==> src/rtl/mod16_down_timer.sv <==
// Loadable down-counting timer with one-shot and auto-reload modes.
// Emits a one-cycle tc pulse on each expiry and counts pulses since the last start.
module mod16_down_timer #(
    parameter int WIDTH = 4
) (
    input  logic             clk,
    input  logic             reset,
    input  logic             start,
    input  logic [WIDTH-1:0] load_val,
    input  logic             periodic,
    input  logic             pause,
    input  logic             abort,
    output logic [WIDTH-1:0] count,
    output logic             busy,
    output logic             tc,
    output logic             done,
    output logic [WIDTH-1:0] tc_count
);

    typedef enum logic [1:0] {
        IDLE = 2'd0,
        RUN  = 2'd1,
        DONE = 2'd2
    } state_t;

    localparam logic [WIDTH-1:0] ONE  = {{(WIDTH-1){1'b0}}, 1'b1};
    localparam logic [WIDTH-1:0] ZERO = '0;

    state_t           state;
    logic [WIDTH-1:0] reload;
    logic             mode;

    // Priority: abort > start > pause > countdown. A load of 0 wraps to all ones,
    // which is how a period of 2^WIDTH is encoded.
    always_ff @(posedge clk or posedge reset) begin
        if (reset) begin
            state    <= IDLE;
            count    <= ZERO;
            busy     <= 1'b0;
            tc       <= 1'b0;
            done     <= 1'b0;
            tc_count <= ZERO;
            reload   <= ZERO;
            mode     <= 1'b0;
        end else if (abort) begin
            state    <= IDLE;
            count    <= ZERO;
            busy     <= 1'b0;
            tc       <= 1'b0;
            done     <= 1'b0;
            tc_count <= ZERO;
        end else if (start) begin
            state    <= RUN;
            count    <= load_val - ONE;
            reload   <= load_val;
            mode     <= periodic;
            busy     <= 1'b1;
            tc       <= 1'b0;
            done     <= 1'b0;
            tc_count <= ZERO;
        end else begin
            tc <= 1'b0;
            case (state)
                RUN: begin
                    if (!pause) begin
                        if (count != ZERO) begin
                            count <= count - ONE;
                        end else begin
                            tc       <= 1'b1;
                            tc_count <= tc_count + ONE;
                            if (mode) begin
                                count <= reload - ONE;
                            end else begin
                                state <= DONE;
                                busy  <= 1'b0;
                                done  <= 1'b1;
                            end
                        end
                    end
                end
                IDLE, DONE: begin
                    // Parked: outputs hold until start or abort.
                end
                default: begin
                    state <= IDLE;
                    count <= ZERO;
                    busy  <= 1'b0;
                    done  <= 1'b0;
                end
            endcase
        end
    end

endmodule

==> config.mk <==
export PLATFORM = sky130hd
export DESIGN_NAME = mod16_down_timer
export DESIGN_NICKNAME = d
export VERILOG_FILES = /design/src/rtl/mod16_down_timer.sv
export SDC_FILE = /design/constraint.sdc
export NUM_CORES = 1
export LEC_CHECK = 0
export CAP_MARGIN = 20
export CORE_MARGIN = 2
export CORE_UTILIZATION = 52
export CTS_CLUSTER_SIZE = 25
export DETAILED_ROUTE_END_ITERATION = 7
export GPL_ROUTABILITY_DRIVEN = 0
export HOLD_SLACK_MARGIN = 0.05
export PLACE_DENSITY = 0.94
export SLEW_MARGIN = 20
export SYNTH_ARGS = -nofsm -noshare
export SYNTH_HDL_FRONTEND = slang
export SYNTH_SLANG_ARGS = --single-unit
==> constraint.sdc <==
create_clock -name clk -period 4.63 [get_ports clk]
set_clock_uncertainty 0.2 [all_clocks]
set_input_delay 0.6945 -clock clk [delete_from_list [all_inputs] [get_ports clk]]
set_output_delay 0.6945 -clock clk [all_outputs]
set_load 0.03 [all_outputs]
After elaboration in Yosys (flattened, before gate mapping). Cells that the tools add are included.

Register bits: 18. Input bits: 10. Output and inout bits: 11. Word-level logic and storage cells: 64.

$add $sub $neg: 4. Equality and inequality tests: 9. Multiplexer cells: 34. Bitwise logic cells: 1. Reduce and logical (&&, ||, !) cells: 8.

Operators with widths (count): 4-bit two-way mux (10); 1-bit two-way mux (15); 4-bit != test (second input constant) (3); 4-bit by 1-bit subtractor with 4-bit output (second input constant) (3); 2-bit two-way mux (5); 4-bit case mux with 2 select lines (1); 3-bit != test (second input constant) (2); 3-bit AND reduction (2); 5-bit != test (second input constant) (1); 4-bit by 1-bit adder with 4-bit output (second input constant) (1); 1-bit case mux with 2 select lines (2); 2-bit case mux with 2 select lines (1); 4-bit AND reduction (1); 4-bit nonzero test (1); 3-bit by 2-bit != test with 1-bit output (second input constant) (1); 3-bit nonzero test (1); 2-bit by 1-bit == test with 1-bit output (second input constant) (1); 2-bit == test (second input constant) (1); 2-bit zero test (1); 2-bit AND reduction (1); 2-bit OR reduction (1); 1-bit NOT (1).

Logic depth before layout (Yosys ltp).
Word-level depth: 7. Gate-level depth with buffers: 6.

Worst setup path after synthesis. OpenSTA, ideal clock, no wires.

Path kind: input to register. Start point: input start. End point: register count[0]. Arrival time: 1.579 ns. Required time: 4.348 ns. Slack: 2.769 ns. Stages on the path: 5. Buffers on the path: 1. Cells stage by stage: buf_2 nor2_1 nand3_1 a211o_2 a31oi_1.

Longest elaborated chain between the ends: 2.

Ends and longest elaborated chain: from (decl) (RTL line 8) `input logic start,`; 5-bit != test (no source line) (tied with other cells); 3-bit AND reduction (no source line) or 4-bit two-way mux (tied branches); to (signal assigned) (RTL line 54) `count <= load_val - ONE;`; to (signal assigned) (RTL line 67) `count <= count - ONE;`; to (signal assigned) (RTL line 72) `count <= reload - ONE;`; to (decl) (RTL line 13) `output logic [WIDTH-1:0] count,`.

Several ways; a longest one is shown, not always the timed one. A chain may end at the register's enable or synchronous reset.

Worst setup path after layout.
Start point: register count[0]. End point: output count[0].

No word-level cell between the ends.

==> summary.md <==
| Metric | Value |
|---|---|
| Fin Setup TNS | 0 ns |
| Sequential cell area fraction in the yosys report | 44.1% |
| Max cap viols | 0 |
| Clock transition at the registers of the reported paths | 0.09 ns |
| Drt total wl | 2.03 mm |
| Area leader, netlist | dfrtp_1 |
| Sink Count | 16 |
| Clk_lat worst skew | 0.29 ns |
| Max Slew Vio Count | 0 |
| RSZ-0062 raised after global routing | no |
| Worst path buffer plus inverter count | 1 |
| Worst slew pin tran | around 0.59 ns |
| Placed Area | 1120 um2 |
| Ys async rst share | 100% |
| CP Class | reg2out |
| Total core area | 1690 um2 |
| PwrDens | roughly 300 nW/um2 |
| Global-route usage over all layers | 22.6% |
| Syn nets | 112 |
| Final worst path period need | 2.45 ns |
| Worst path cell trace | clkdlybuf4s50_1 |
| Synth top area cells | dfrtp_1 44%, nand2_1 6.2%, xor2_1 5.8% |
| First-pass GRT wire length | 3.35 mm |
| Outcome | complete, no violations |
| Post-synth EDFFs | 0 |
| Worst hold path type | reg2reg |
| CTS Buffer Depth | 2 |
| Count of input and output buffers | 20 |
| Post-DR wirelength/cell | 14.6 um |
| Nets@finish | between 100 and 150 |
| Post-CTS Hold Fix Bufs | 0 |
| Largest net degree at the start of global routing | 17 |
| Final-report hold violation count | 0 |
| Crit-path max cell delay | 0.73 ns |
| CTS tree | done |
| Crit path required time | 3.74 ns |
| Drt pass-1 iters | 4 |
| Syn Std Cell Area | 908 um2 |
| Synth Instances | 100 |
| Die W | 45.8 um |
| Highest clock rate | about 400 MHz |
| # diodes | 0 |
| H-tree Lvls | 1 |
| Warnings from Yosys | 0 |
| Post-route cell area | 1160 um2 |
| Share of cells above drive strength 1 | 8.20% |
| Max VDD drop | 0.226 mV |
| Post-Place Cells | 135 |
| Initial antenna violation count | 0 |
| CP max stage cell | clkdlybuf4s50_1 |
| Clock tree root driver cell | clkbuf_4 |
| Total number of vias | roughly 830 |
| Top cell type's share of synthesized area | 44.1% |
| Layout area overhead | 27.3% |
| Vias in the first global route | between 700 and 800 |
| Final ANT Viol Nets | 0 |
| # DRC | 0 |
| Top_reg_cell synth | dfrtp_1 |
| Crit path DAT | 1.56 ns |
| Slew margin rel. | 60.7% |
| HPWL Detailed | about 1.6 mm |
| Post-Layout Cell Count | 139 |
| Setup Fix Bufs, Post-CTS | 0 |
| Post-CTS resize count | 0 |
| Die Area | 2100 um2 |
| 1st-iter DRT viols | 19 |
| Gate family responsible for the most delay along the worst path | buffers and inverters |
| Num ports | 21 |
| Number of buffers created by CTS | 3 |
| Die Height | 45.8 um |
| Starting Density | a little over half |
| Grt ovf | 0 |
| Leak pwr | approximately 0.5 nW |
| Synthesized flop and latch total | 16 |
| Worst setup SP type | flip-flop |
| Crit end category | output pin |
| # rows | 15 |
| Final period util | 53.0% |
| Unique cell type count in the Yosys netlist | 35 |
| Avg Cell Area, Syn | 9.08 um2 |
| Vias per std cell | 5.95 |
| Final setup violation count | 0 |
| Crit-path max FO | 8 |
-- synth_stat cells, drive strengths merged, types with 2 or more instances --
master and number:
a21oi 2, dfrtp 16, ha 2, inv 6
nand2 16, nand3 5, nor2 9, nor3 4
nor3b 2, nor4 3, nor4b 2, o21a 2
o21ai 7, xor2 6
-- final timing paths --
check	from	endpoint	slack (ns)	cells past startpoint
setup / recovery	count[0]	count[0]	2.18	1
max in group asynchronous	reset	tc	3.29	2
setup reg to reg	count[1]	count[2]	2.78	3
min in group asynchronous	reset	tc_count[2]	0.56	2
hold / removal	reload[3]	reload[3]	0.32	2
hold reg to reg	reload[3]	reload[3]	0.32	2
-- power by group --
| part | internal, mW | switching (mW) | leakage [nW] |
|---|---|---|---|
| Combinational | 0.0371 | 0.0465 | 0.269 |
| Sequential | 0.150 | 0.0178 | 0.211 |
| Clock | 0.0479 | 0.0435 | 0.0210 |
-- cells by family (layout without fill, tap and decap cells) --
kind of cell	after synthesis	in the layout	share of synthesized area, %
buffers and inverters	8	30	3.58
AOI/OAI and AO/OA	20	20	15.3
DFF	16	16	44.1
adders and majority gates	2	2	2.75
and+or+nand+nor	47	47	27.6
xor gates and xnor gates	7	7	6.75
-- metrics by stage --
step                      worst slack, ns  util (%)  power (mW)  hold slack (ns)
after global placement               2.22      66.3       0.251            0.285
after detailed placement             2.18      66.3       0.254            0.305
after floorplan                      2.77         -       0.221            0.266
after global routing                 2.13      68.4       0.361            0.367
final                                2.18      68.4       0.343            0.320
after CTS                            2.19      68.4       0.343            0.327
-- metal layers --
metal	global-route usage, %	part of all wire [%]	wire length [um]
met1	26.5	38	766
met2	42.5	55	1120
met3	2.38	5.7	116
met4	6.86	0.94	19
met5	0	0	0
-- area by class of cell --
type,count,area [um2]
timing repair buffer,20,200
inverter,6,22.5
clock buffer,4,36.3
sequential,16,400
multi-input combinational,76,475
fill,146,533
tap,17,21.3
-- sequential cells by signal, indices dropped and copies added, names as in the netlist --
| register | cells |
|---|---|
| mode | 1 |
| tc | 1 |
| reload | 4 |
| state | 1 |
| done | 1 |
| tc_count | 4 |
| count | 4 |
-- placed cells by master, fill, tap and decap left out, types with 2 or more instances in the layout --
cell / n
nor4_1: 2
ha_1: 2
nor4b_1: 2
nor3_1: 4
clkbuf_4: 3
nand3_1: 5
clkdlybuf4s50_1: 20
inv_1: 6
o21ai_0: 7
dfrtp_1: 16
nor2_1: 9
nand2_1: 15
xor2_1: 6
o21a_1: 2
a21oi_1: 2
-- worst min-delay path: stages, from the launching register on --
cell	delay, ns
dfrtp_1	0.37
nand2_1	0.06
nand2_1	0.06
No activity file was read; power rests on OpenSTA's default activity.
